$ cat config.mk
export PLATFORM = sky130hd
export DESIGN_NAME = pool_2
export DESIGN_NICKNAME = d
export VERILOG_FILES = /design/src/rtl/pool_2.sv
export SDC_FILE = /design/constraint.sdc
export NUM_CORES = 1
export LEC_CHECK = 0
export CAP_MARGIN = 15
export CORE_UTILIZATION = 25
export CTS_CLUSTER_SIZE = 28
export DETAILED_ROUTE_END_ITERATION = 12
export DONT_BUFFER_PORTS = 1
export HOLD_SLACK_MARGIN = 0.05
export PLACE_DENSITY_LB_ADDON = 0.12
export SLEW_MARGIN = 20
export SYNTH_ARGS = -nofsm -noshare
export SYNTH_HDL_FRONTEND = slang
export SYNTH_SLANG_ARGS = --single-unit
$ cat constraint.sdc
create_clock -name clk -period 2.1 [get_ports clk]
set_input_delay 0.525 -clock clk [delete_from_list [all_inputs] [get_ports clk]]
set_output_delay 0.525 -clock clk [all_outputs]
set_load 0.03 [all_outputs]
$ cat src/rtl/pool_2.sv
// 2x2 / stride-2 binary max-pool: one output row per clock, CH*OD clocks per frame.
// Optional build macro POOL_THRESH_EN: window = (popcount >= THRESH) instead of OR.
module pool_2 #(
   parameter int CH     = 4,
   parameter int IN_DIM = 8
`ifdef POOL_THRESH_EN
   ,
   parameter int THRESH = 2
`endif
) (
   input  logic                                  clk,
   input  logic                                  reset,
   input  logic                                  start_flag,
   input  logic [CH*IN_DIM*IN_DIM-1:0]           in,
   output logic [CH*(IN_DIM/2)*(IN_DIM/2)-1:0]   out,
   output logic                                  end_flag
);

   localparam int OD  = IN_DIM / 2;
   localparam int CHS = IN_DIM * IN_DIM;
   localparam int OD2 = OD * OD;
   localparam int RW  = (OD > 1) ? $clog2(OD) : 1;
   localparam int CW  = (CH > 1) ? $clog2(CH) : 1;

   typedef enum logic {IDLE, RUN} state_e;

   state_e                state_q, state_d;
   logic [CH*CHS-1:0]     in_q, in_d;
   logic [CH*OD2-1:0]     work_q, work_d;
   logic [CH*OD2-1:0]     out_q, out_d;
   logic [RW-1:0]         row_q, row_d;
   logic [CW-1:0]         ch_q, ch_d;
   logic                  end_q, end_d;

   logic [CHS-1:0]        slice;
   logic [3:0]            win_bits;
   logic                  win;
`ifdef POOL_THRESH_EN
   logic [2:0]            pop;
`endif

   always_comb begin
      // NOTE: every variable gets a default before any branch, so no path can infer a latch.
      state_d  = state_q;
      in_d     = in_q;
      work_d   = work_q;
      out_d    = out_q;
      row_d    = row_q;
      ch_d     = ch_q;
      end_d    = 1'b0;
      slice    = in_q[(CH-1-int'(ch_q))*CHS +: CHS];
      win_bits = '0;
      win      = 1'b0;
`ifdef POOL_THRESH_EN
      pop      = '0;
`endif

      case (state_q)
         IDLE: begin
            if (start_flag) begin
               in_d    = in;
               row_d   = '0;
               ch_d    = '0;
               state_d = RUN;
            end
         end
         RUN: begin
            for (int c = 0; c < OD; c++) begin
               win_bits = {slice[CHS-1-((2*int'(row_q))*IN_DIM + 2*c)],
                           slice[CHS-1-((2*int'(row_q))*IN_DIM + 2*c + 1)],
                           slice[CHS-1-((2*int'(row_q)+1)*IN_DIM + 2*c)],
                           slice[CHS-1-((2*int'(row_q)+1)*IN_DIM + 2*c + 1)]};
`ifdef POOL_THRESH_EN
               pop = 3'(win_bits[0]) + 3'(win_bits[1]) + 3'(win_bits[2]) + 3'(win_bits[3]);
               win = (int'(pop) >= THRESH);
`else
               win = |win_bits;
`endif
               work_d[(CH-1-int'(ch_q))*OD2 + OD2-1-(int'(row_q)*OD + c)] = win;
            end

            if (row_q == RW'(OD-1)) begin
               row_d = '0;
               // The final row is published together with the rest of the frame.
               if (ch_q == CW'(CH-1)) begin
                  out_d   = work_d;
                  end_d   = 1'b1;
                  state_d = IDLE;
               end else begin
                  ch_d = ch_q + CW'(1);
               end
            end else begin
               row_d = row_q + RW'(1);
            end
         end
         default: state_d = IDLE;
      endcase
   end

   // NOTE: state is updated with non-blocking assignments so every register samples pre-edge values.
   always_ff @(posedge clk or negedge reset) begin
      if (!reset) begin
         state_q <= IDLE;
         in_q    <= '0;
         work_q  <= '0;
         out_q   <= '0;
         row_q   <= '0;
         ch_q    <= '0;
         end_q   <= 1'b0;
      end else begin
         state_q <= state_d;
         in_q    <= in_d;
         work_q  <= work_d;
         out_q   <= out_d;
         row_q   <= row_d;
         ch_q    <= ch_d;
         end_q   <= end_d;
      end
   end

   assign out      = out_q;
   assign end_flag = end_q;

endmodule

Word-level counts from Yosys, hierarchy flattened
Index checks and enable logic that the tools add are counted.

Flip-flop bits (word level): 390. Input port bits: 259. Output and inout bits: 65. Logic and storage cells: 165.

Add/sub/neg operators: 43. Magnitude comparators: 24. Eq/ne operators: 5. Shift-type cells: 1. Multiplexer cells: 73. Bitwise operators: 1. Reduce and logical (&&, ||, !) cells: 11.

Operator list (count): $lt A32 B8 Y1 const B (14); $sub A7 B32 Y32 const A (10); $bwmux W64 (4); $shiftx A256 B9 Y64 (1); $ge A32 B1 Y1 const B (4); $add A32 B2 Y32 const B (3); $bmux W1 S6 (16); $sub A32 B6 Y32 (3); $mux W1 (42); $add A32 B3 Y32 const B (1); $add A32 B4 Y32 const B (1); $sub A32 B2 Y32 const B (1); $sub A32 B5 Y32 (1); $lt A9 B8 Y1 const B (3); $sub A6 B8 Y9 const A (3); $add A7 B1 Y8 const B (3); $demux W1 S6 (4); $reduce_or A4 Y1 (4); $add A6 B3 Y7 const B (2); $add A4 B2 Y5 const B (2); $lt A10 B8 Y1 const B (1); $sub A6 B9 Y10 const A (1); $add A8 B1 Y9 const B (1); $add A7 B3 Y8 const B (1); other kinds (21) (32).

Depth between registers and ports, before layout
Gate-level depths: netlist of the first run.

Depth in word-level cells: 12. Mapped depth: 9. Mapped depth without buffers: 6.

Least setup slack after synthesis of the first run
OpenSTA, ideal clock, no wires.

Kind: reg-to-reg. From: register ch_q[0]. To: register work_q[45]. Library setup time: 120 ps. Arrival: 2027 ps. Required time: 1980 ps. Setup slack: -47 ps. Stages on the path, launching flop included: 8. Path buffers: 2. Path through: dfrtp_1 > buf_6 > or4_1 > o221ai_2 > nand2_2 > a221oi_4 > buf_8 > o21ai_2.

Cells in the longest elaborated chain, start to end: 12.

Ends and longest elaborated chain: start: declaration (RTL line 32) `logic [CW-1:0] ch_q, ch_d;`; start signal: assignment (RTL line 116) `ch_q <= ch_d;`; $sub A2 B2 Y3 (*) (RTL line 51, 79); $add A7 B6 Y8 (RTL line 79) `work_d[(CH-1-int'(ch_q))*OD2 + OD2-1-(int'(row_q)*OD + c)] = win;`; $sub A32 B2 Y32 (RTL line 79); $sub A32 B5 Y32 (RTL line 79); $ge A32 B1 Y1 (implied by the code) or $lt A32 B8 Y1 (tied branches) (RTL line 79); $logic_and A1 B1 Y1 (implied by the code) (RTL line 79); $mux W1 (implied by the code) (RTL line 79); $demux W1 S6 (RTL line 79); $bwmux W64 (3 in series) (RTL line 79); $bwmux W64 (*) (RTL line 79); end signal: assignment (RTL line 113) `work_q <= work_d;`; end: declaration (RTL line 29) `logic [CH*OD2-1:0] work_q, work_d;`.

Every way passes the cells marked *; elsewhere a longest branch is shown, timed or not. The select of a mux whose other input is x is not followed. A chain may end at the register's enable or synchronous reset.

Worst setup path after layout of the first run
From: register in_q[10]. To: register work_q[21].

Cells in the longest elaborated chain, start to end: 9.

Ends and longest elaborated chain: start: declaration (RTL line 28) `logic [CH*CHS-1:0] in_q, in_d;`; start signal: assignment (RTL line 112) `in_q <= in_d;`; $shiftx A256 B9 Y64 (*) (RTL line 51) `slice = in_q[(CH-1-int'(ch_q))*CHS +: CHS];`; $bmux W1 S6, on equally long branches; $mux W1, on equally long branches (2 in series); $reduce_or A4 Y1 (RTL line 77) `win = |win_bits;`; $bwmux W64 (3 in series) (RTL line 79); $bwmux W64 (*) (RTL line 79).

Marks and branches as above.

==> out/metrics.csv, run 1 <==
metric,value,unit
outcome,finished with violations,
violations,"negative hold slack, max-slew violations, negative setup slack",
dpl_cell_area,18400,sq um
die_area,66600,sq um
r2r_slack,-160,ps
yosys_warnings,0,
crit_fanout,8,
pin_count,324,
final_antenna_net_count,0,
initial_utilization,25.4,%
reg2reg_depth,7,
crit_chain,o41ai_2 -> o21ai_1 -> mux4_2 -> a221oi_4 -> buf_6 -> buf_12 -> o21ai_2,
io_buffers,0,
period_needed,2260,ps
dp_hpwl,34.9,mm
fin_nets,1834,
synth_area_leader_cell,dfrtp_1,
worstSetupStartpointType,flip-flop,
rsz0062_at_grt,true,
synth.avg_cell_area,12.7,sq um
path_class,flip-flop to flip-flop,
cap_violations,0,
yosysSeqAreaShare,59.6,%
htreeDepth,2,
setup_ws,-161,ps
cts_max_path_buffers,3,
ys_top_cells_by_area,"dfrtp_1 60%, mux2_2 19%, nand2_1 2.2%",
min_path_type,input port to async pin,
drive_gt1_share,42.6,%
synth_top_area_share,59.6,%
place_congestion,0.718,
fmax,0.442,GHz
p_leak,9.48,nW
utilization,35.5,%
yosysUniqueCellTypes,48,
cts_tree,yes,
timing.hold.ws,-357,ps
postSynthCellCount,1285,
crit_required,2570,ps
worstPathArrival,2730,ps
slew_headroom,-58.9,%
grt-ovfl-total,0,
r2r-end,work_q[21],
finalInstanceArea,22900,sq um
synth_edf_count,0,
path_clk_slew,60,ps
synth_area,16400,sq um
crit_path_max_incr_delay,590,ps
drt_first_pass_iters,6,
rr_startpoint,in_q[10],
cp_slowest_cell,mux4_2,
async_flop_share,100,%
cts-root-buf,clkbuf_16,
hold_buffers,171,
wl,51.2,mm
grt_pass1_wl,77.9,mm
chipHeight,258,um
postSynthNetCount,1551,
clock_latency,590,ps
drc_errors,0,
drtIter0Drc,591,
crit_buf_inv,2,
worst_pin_slew,2380,ps
area_growth,39.8,%
synth.ff_latch_count,390,
cts_buffers,48,
grt_start_max_net_pins,391,
setup_viol,36,
vias,11400,
vdd.ir_drop.worst,0.635,mV
grt_pass1_vias,12300,
antenna_found_initial,21,
cp_top_family,compound AO/OA/AOI/OAI gates,
fp.dieW,258,um
period_share,108,%
grt_util_all_layers,15.3,%
drv_slew,220,
synthFlopType,dfrtp_1,
std_cell_rows,93,
power_density,1630,nW/um^2
post_drt_wl_per_cell,20.7,um
skew,24.9,ps
design.core.area,64600,sq um
cts.sinks,390,
hold_viol,199,
viasPerCell,4.62,
endpoint_kind,flip-flop,
Yosys cell counts (7+ instances only):
cell type  number
nor2_1         46
a22oi_1         9
o31ai_1         8
mux2_2        281
nand2_1        98
o21ai_2         7
mux2i_1        14
ha_1            7
a32oi_1        12
buf_2           7
clkbuf_1       71
a21oi_1        67
o21ai_0        70
mux4_2          9
nand3_1        63
dfrtp_1       390
nor3_1         13
nor4_1         40
or4_1          17
power breakdown:
part	switching [mW]	internal, mW	total (mW)
Combinational	6.83	7.48	14.3
Clock	3.41	5.07	8.47
Sequential	3.46	11.1	14.6
cells in the final DEF, fill, tap and decap left out, types with 7 or more instances in the layout:
cell type / Yosys / layout
mux2_2: 281 / 278
dlygate4sd3_1: 0 / 171
nand2_1: 98 / 90
buf_6: 2 / 12
or4_1: 17 / 11
buf_4: 0 / 102
nor2_1: 46 / 44
o21ai_1: 0 / 14
o21ai_2: 7 / 40
a22oi_1: 9 / 8
clkbuf_8: 0 / 11
nand3_1: 63 / 45
mux4_2: 9 / 9
dfrtp_1: 390 / 388
clkbuf_1: 71 / 12
nor3_2: 2 / 10
buf_12: 0 / 28
nand3_2: 0 / 16
nor4_1: 40 / 31
o21ai_0: 70 / 22
clkbuf_16: 0 / 49
diode_2: 0 / 7
o31ai_1: 8 / 7
a21oi_1: 67 / 44
a21oi_2: 3 / 26
per-layer routing:
layer  vias to the layer above  part of all wire (%)  global-route usage [%]
met1                      5736                    43                    19.4
met4                        28                   2.7                    5.03
li1                       5259                     -                       -
met2                       259                    47                    24.8
met3                       102                   6.9                    4.90
met5                         -                  0.35                       0
flip-flops by register name (all words and copies together) (netlist names):
signal / cells
end_flag: 1
ch_q: 2
work_q: 64
row_q: 2
in_q: 256
state_q: 1
out: 64
final cells by class:
cell class                 instances  area [sq um]
clock buffer                      72          1420
multi-input combinational        807          7140
fill                            6390         41700
clock inverter                    14           188
antenna                            7          17.5
inverter                           3          13.8
sequential                       390          9760
tap                              855          1070
timing repair buffer             318          3290
through the flow:
| step | TNS [ps] | hold WS (ps) | std cells | setup WS [ps] | total power [mW] |
|---|---|---|---|---|---|
| floorplan | 0 | 229 | 1285 | 2.09 | 20.7 |
| global placement | -17830 | 247 | 2184 | -442 | 25.9 |
| detailed placement | -20540 | 259 | 2184 | -419 | 26.1 |
| CTS | -4110 | -388 | 2451 | -181 | 36.7 |
| global route | -9310 | -396 | 2465 | -270 | 39.6 |
| finish | -2920 | -357 | 2466 | -161 | 37.4 |
repair_timing:
action	in CTS	in global routing
pin swaps	37	69
hold endpoints to repair	562	390
gates resized for setup	117	134
cloned	3	1
buffers inserted	9	13
setup endpoints to repair	121	111
worst max-delay path by stage:
stage                   start         end  slack, ps  depth (start not counted)
detailed placement  in_q[239]  work_q[39]       -420                          8
finish               in_q[10]  work_q[21]       -160                          7
floorplan           in_q[131]  work_q[45]          2                          6
global placement    in_q[239]      out[3]       -440                          8
global route         in_q[10]  work_q[13]       -270                          7
CTS                  in_q[10]   work_q[5]       -180                          7
cells by family (layout without fill, tap and decap cells):
family          after synthesis  in the layout  share of synthesized area [%]
flops                       390            390                           59.6
other cells                   0              7                              0
simple gates                304            304                           9.04
compound gates              192            192                           7.21
buf+inv                      88            407                           2.23
mux                         304            304                           21.4
fa+ha+maj                     7              7                          0.535
Note: power is estimated with default switching activity, not from simulation.
==> run 2: changes to the inputs <==
--- a/config.mk
+++ b/config.mk
@@ -6,7 +6,8 @@
 export NUM_CORES = 1
 export LEC_CHECK = 0
 export CAP_MARGIN = 15
-export CORE_UTILIZATION = 25
+export CORE_UTILIZATION = 57
+export CTS_BUF_LIST = sky130_fd_sc_hd__clkbuf_16
 export CTS_CLUSTER_SIZE = 28
 export DETAILED_ROUTE_END_ITERATION = 12
 export DONT_BUFFER_PORTS = 1
==> run 2 against run 1 <==
  * The flow finishes with violations (negative hold slack, negative setup slack)
  * Fmax is 2.1% higher
  * Routed wire length decreased by 22%
  * Setup slack improved by 46 ps
  * Critical path type unchanged
==> out/metrics.csv, run 2 (same netlist as run 1, synthesis figures left out) <==
metric,value,unit,change
grt_pass1_vias,10800,,was 12.3k
rsz0062_at_grt,true,,unchanged
viasPerCell,5.99,,was 4.62
power_density,1720,nW/um^2,was 1630 nW/um^2
vdd.ir_drop.worst,0.995,mV,was 0.635 mV
cp_slowest_cell,mux4_2,,unchanged
period_needed,2220,ps,was 2260 ps
violations,"negative hold slack, negative setup slack",,"was negative hold slack, max-slew violations, negative setup slack"
chipHeight,172,um,was 258 um
largest_register,in_q,,unchanged
drv_slew,0,,was 220
endpoint_kind,flip-flop,,unchanged
grt_pass1_wl,60.6,mm,was 77.9 mm
cts.sinks,390,,unchanged
place_congestion,0.786,,was 0.718
fmax,0.451,GHz,was 0.442 GHz
cts-root-buf,clkbuf_16,,unchanged
final_cell_mix,"388 x dfrtp_1, 281 x mux2_2, 98 x nand2_1",,"was 388 x dfrtp_1, 278 x mux2_2, 171 x dlygate4sd3_1"
worstPathArrival,2630,ps,was 2730 ps
worstSetupStartpointType,flip-flop,,unchanged
cp_top_family,compound AO/OA/AOI/OAI gates,,unchanged
path_clk_slew,50,ps,was 60 ps
setup_ws,-116,ps,was -161 ps
drtIter0Drc,698,,was 591
clock_latency,530,ps,was 590 ps
hold_viol,390,,was 199
timing.hold.ws,-292,ps,was -357 ps
outcome,finished with violations,,unchanged
crit_required,2510,ps,was 2570 ps
antenna_found_initial,17,,was 21
cts_max_path_buffers,3,,unchanged
min_path_type,input port to async pin,,unchanged
grt-ovfl-total,0,,unchanged
die_area,29400,sq um,was 66600 sq um
setup_viol,16,,was 36
drc_errors,0,,unchanged
fp.dieW,172,um,was 258 um
grt_util_all_layers,27.2,%,was 15.3%
pin_count,324,,unchanged
crit_fanout,5,,was 8
cap_violations,0,,unchanged
vias,10500,,was 11.4k
initial_utilization,58.5,%,was 25.4%
path_class,flip-flop to flip-flop,,unchanged
fin_nets,1611,,was 1834
largest_register_ffs,256,,unchanged
skew,16.5,ps,was 24.9 ps
cts_tree,yes,,unchanged
period_share,106,%,was 108%
critPathMostFrequentCell,buf_12,,
drt_first_pass_iters,5,,was 6
post_drt_wl_per_cell,22.5,um,was 20.7 um
dp_hpwl,27.1,mm,was 34.9 mm
final_antenna_net_count,0,,unchanged
tns,-1260,ps,was -2920 ps
worst_pin_slew,872,ps,was 2380 ps
grt_start_max_net_pins,391,,unchanged
std_cell_rows,61,,was 93
p_leak,8.26,nW,was 9.48 nW
htreeDepth,2,,unchanged
layout_commonest_cell,dfrtp_1,,unchanged
drive_gt1_share,38.7,%,was 42.6%
crit_chain,o41ai_2 -> o21ai_1 -> mux4_2 -> a221oi_4 -> buf_12 -> buf_12 -> o21ai_2,,was o41ai_2 -> o21ai_1 -> mux4_2 -> a221oi_4 -> buf_6 -> buf_12 -> o21ai_2
io_buffers,0,,unchanged
crit_path_max_incr_delay,540,ps,was 590 ps
area_growth,17.2,%,was 39.8%
design.core.area,28000,sq um,was 64600 sq um
wl,39.7,mm,was 51.2 mm
cts_buffers,41,,was 48
crit_buf_inv,2,,unchanged
slew_headroom,41.9,%,was -58.9%
run 2: what timing repair did:
item,in CTS,in global routing
pin swaps,13,25
endpoints found under the setup margin,78,92
gates cloned,1,2
endpoints found under the hold margin,390,390
resized for setup,23,95
setup buffers,2,7
run 2: final timing paths:
path	cells after the start	slack (ps)	startpoint	to
max	7	-120	in_q[195]	work_q[57]
min	0	-290	reset	in_q[45]
max reg2reg	7	-120	in_q[195]	work_q[57]
min reg2reg	2	480	work_q[2]	work_q[2]
max in group asynchronous	0	1670	reset	work_q[41]
min in group clk	1	130	start_flag	row_q[1]
run 2: power breakdown:
group	internal [mW]	total (mW)	switching (mW)
Clock	3.94	6.84	2.90
Combinational	6.00	11.7	5.73
Sequential	11.1	14.4	3.29
run 2: through the flow:
stage	power [mW]	utilization (%)	worst slack [ps]	std cells	cell area (sq um)
2_1_floorplan	20.7	-	2.09	1285	16400
3_3_place_gp	24.4	62.3	-126	1669	17500
3_5_place_dp	24.9	62.3	-165	1669	17500
4_1_cts	32.2	67.2	-120	1746	18800
5_1_grt	34.8	68.6	-197	1759	19200
6_report	33.0	68.6	-116	1761	19200
run 2: layout make-up:
cell class | instances | area (sq um)
Antenna cell | 7 | 17.5
Clock inverter | 31 | 193
Tap cell | 378 | 473
Inverter | 3 | 16.3
Fill cell | 2077 | 8800
Clock buffer | 43 | 1080
Timing Repair Buffer | 102 | 1060
Sequential cell | 390 | 9760
Multi-Input combinational cell | 807 | 6610
run 2: per-layer routing:
| layer | wire length [um] | track usage, % | vias to the layer above |
|---|---|---|---|
| met1 | 15800 | 34.4 | 5336 |
| met5 | 138 | 0 | - |
| li1 | - | - | 4803 |
| met3 | 2980 | 7.96 | 71 |
| met4 | 740 | 8.11 | 20 |
| met2 | 20000 | 45.3 | 312 |
==> run 3: changes to the inputs <==
--- a/config.mk
+++ b/config.mk
@@ -6,7 +6,9 @@
 export NUM_CORES = 1
 export LEC_CHECK = 0
 export CAP_MARGIN = 15
-export CORE_UTILIZATION = 57
+export CELL_PAD_IN_SITES_DETAIL_PLACEMENT = 1
+export CELL_PAD_IN_SITES_GLOBAL_PLACEMENT = 1
+export CORE_UTILIZATION = 46
 export CTS_BUF_LIST = sky130_fd_sc_hd__clkbuf_16
 export CTS_CLUSTER_SIZE = 28
 export DETAILED_ROUTE_END_ITERATION = 12
==> run 3 against run 2 <==
  * The flow still finishes with violations (negative hold slack, negative setup slack)
  * Fmax is 0.68% lower
  * First-iteration DRC count decreased by 13%
  * Critical path type unchanged
  * Flip-flop and latch count did not move
  * Global-route usage down 2.5 points
  * Hold slack worse by 41 ps
  * Clock-buffer cell count stayed put
  * Clock skew grew 3.4 ps
  * Setup slack worse by 15 ps
  * Critical endpoint is now work_q[25]
  * Largest power group unchanged
  * Via count grew 2.0%
  * Clock power rose by 0.6%
  * Design area increased by 2.9%
==> out/metrics.csv, run 3 (same netlist as run 1, synthesis figures left out) <==
metric,value,unit,change
outcome,finished with violations,,unchanged
violations,"negative hold slack, negative setup slack",,unchanged
drv_slew,0,,unchanged
cts-root-buf,clkbuf_16,,unchanged
path_clk_slew,70,ps,was 50 ps
antenna_found_initial,23,,was 17
htreeDepth,2,,unchanged
layout_commonest_cell,dfrtp_1,,unchanged
worstSetupStartpointType,flip-flop,,unchanged
largest_register,in_q,,unchanged
rsz0062_at_grt,true,,unchanged
p_seq_share,42.4,%,was 43.7%
largest_register_ffs,256,,unchanged
cts_max_path_buffers,3,,unchanged
power.internal,21.5,mW,was 21.1 mW
io_buffers,0,,unchanged
path_class,flip-flop to flip-flop,,unchanged
post_drt_wl_per_cell,24.0,um,was 22.5 um
cp_slowest_cell,mux4_2,,unchanged
clock_latency,560,ps,was 530 ps
chipHeight,191,um,was 172 um
finalInstanceArea,19800,sq um,was 19200 sq um
final_cell_mix,"388 x dfrtp_1, 281 x mux2_2, 91 x nand2_1",,"was 388 x dfrtp_1, 281 x mux2_2, 98 x nand2_1"
place_congestion,0.787,,was 0.786
power_density,1730,nW/um^2,was 1720 nW/um^2
design.core.area,34800,sq um,was 28000 sq um
std_cell_rows,68,,was 61
swShare,37.2,%,was 36.1%
p_leak,8.42,nW,was 8.26 nW
tns,-1940,ps,was -1260 ps
cap_violations,0,,unchanged
pwr-share-comb,37.5,%,was 35.6%
cts_buffers,43,,was 41
fmax,0.448,GHz,was 0.451 GHz
hold_viol,390,,unchanged
dpl_cell_area,17600,sq um,was 17500 sq um
drtIter0Drc,606,,was 698
grt-ovfl-total,0,,unchanged
cts.sinks,390,,unchanged
hold_buffers,1,,
endpoint_kind,flip-flop,,unchanged
r2r-end,work_q[25],,was work_q[57]
viasPerCell,5.78,,was 5.99
drive_gt1_share,43.9,%,was 38.7%
skew,19.9,ps,was 16.5 ps
die_area,36400,sq um,was 29400 sq um
period_needed,2230,ps,was 2220 ps
r2r_slack,-130,ps,was -120 ps
pin_count,324,,unchanged
setup_viol,24,,was 16
worst_pin_slew,875,ps,was 872 ps
switchingPower,12.7,mW,was 11.9 mW
crit_path_max_incr_delay,530,ps,was 540 ps
period_share,106,%,about the same
grt_start_max_net_pins,391,,unchanged
vdd.ir_drop.worst,0.855,mV,was 0.995 mV
min_path_type,input port to async pin,,unchanged
critPathMostFrequentCell,o21ai_1,,was buf_12
crit_fanout,8,,was 5
fin_nets,1636,,was 1611
drt_first_pass_iters,5,,unchanged
pwr-share-clk,20.1,%,was 20.8%
wl,44.6,mm,was 39.7 mm
power,34.2,mW,was 33.0 mW
dp_hpwl,30.1,mm,was 27.1 mm
setup_ws,-131,ps,was -116 ps
worstPathArrival,2680,ps,was 2630 ps
grt_util_all_layers,24.7,%,was 27.2%
timing.hold.ws,-333,ps,was -292 ps
final_antenna_net_count,0,,unchanged
area_growth,20.7,%,was 17.2%
crit_chain,o41ai_2 -> o21ai_1 -> mux4_2 -> a221oi_4 -> buf_6 -> buf_12 -> o21ai_1,,was o41ai_2 -> o21ai_1 -> mux4_2 -> a221oi_4 -> buf_12 -> buf_12 -> o21ai_2
drc_errors,0,,unchanged
slew_headroom,41.7,%,was 41.9%
reg2reg_depth,7,,unchanged
vias,10800,,was 10.5k
grt_pass1_vias,11300,,was 10.8k
fp.dieW,191,um,was 172 um
initial_utilization,47.1,%,was 58.5%
rr_startpoint,in_q[195],,unchanged
crit_required,2550,ps,was 2510 ps
cts_tree,yes,,unchanged
grt_pass1_wl,67.5,mm,was 60.6 mm
## run 3: changes by cell type in the layout (fill, tap and decap cells not counted), sizes merged
cell	previous run	this run
dlygate4sd3	0	1
clkinv	19	15
and2	5	6
buf	100	123
clkbuf	45	43
diode	7	11
## run 3: layer usage
metal	global-route usage (%)	vias up	wire length [um]
met2	39.8	273	22000
met3	7.86	68	3190
li1	-	4854	-
met4	8.22	22	779
met5	0	-	161
met1	31.3	5539	18500
## run 3: worst max-delay path, delay by kind of cell (launching register included)
family	cells	cell delay [ps]
flops	1	390
compound gates	4	860
mux	1	530
buf+inv	2	330
## run 3: metrics by stage
step           cells  setup slack, ps  util, %
2_1_floorplan   1285             2.09        -
3_3_place_gp    1756             -283     50.5
3_5_place_dp    1756             -338     50.5
4_1_cts         1838             -183     55.2
5_1_grt         1859             -251     56.8
6_report        1861             -131     56.8
## run 3: power by group through the flow
| stage | Combinational (mW) | Sequential, mW | Clock, mW |
|---|---|---|---|
| global placement | 10.3 | 14.4 | 0 |
| global route | 13.9 | 15.0 | 7.35 |
| floorplan | 7.06 | 13.7 | 0 |
| CTS | 11.8 | 14.4 | 7.07 |
| finish | 12.9 | 14.5 | 6.88 |
| detailed placement | 10.7 | 14.5 | 0 |
## run 3: cell type report
class | count | area (sq um)
tap | 455 | 569
multi-input combinational | 808 | 6920
timing repair buffer | 124 | 1230
clock buffer | 43 | 1080
antenna | 11 | 27.5
clock inverter | 27 | 168
inverter | 3 | 16.3
fill | 3392 | 15000
sequential | 390 | 9760
## run 3: how the worst max path moves through the flow
| stage | startpoint | endpoint | slack, ps | cells after the start |
|---|---|---|---|---|
| finish | in_q[195] | work_q[25] | -130 | 7 |
| CTS | in_q[202] | work_q[13] | -180 | 7 |
| global placement | in_q[211] | work_q[13] | -280 | 7 |
| detailed placement | row_q[0] | work_q[56] | -340 | 3 |
| global route | in_q[3] | work_q[25] | -250 | 7 |
| floorplan | in_q[131] | work_q[45] | 2 | 6 |
## run 3: timing repair
item	in CTS	in global routing
pin swaps	42	49
buffers inserted	10	12
gates resized for setup	85	122
cloned	2	2
endpoints found under the hold margin	391	390
endpoints found under the setup margin	123	108
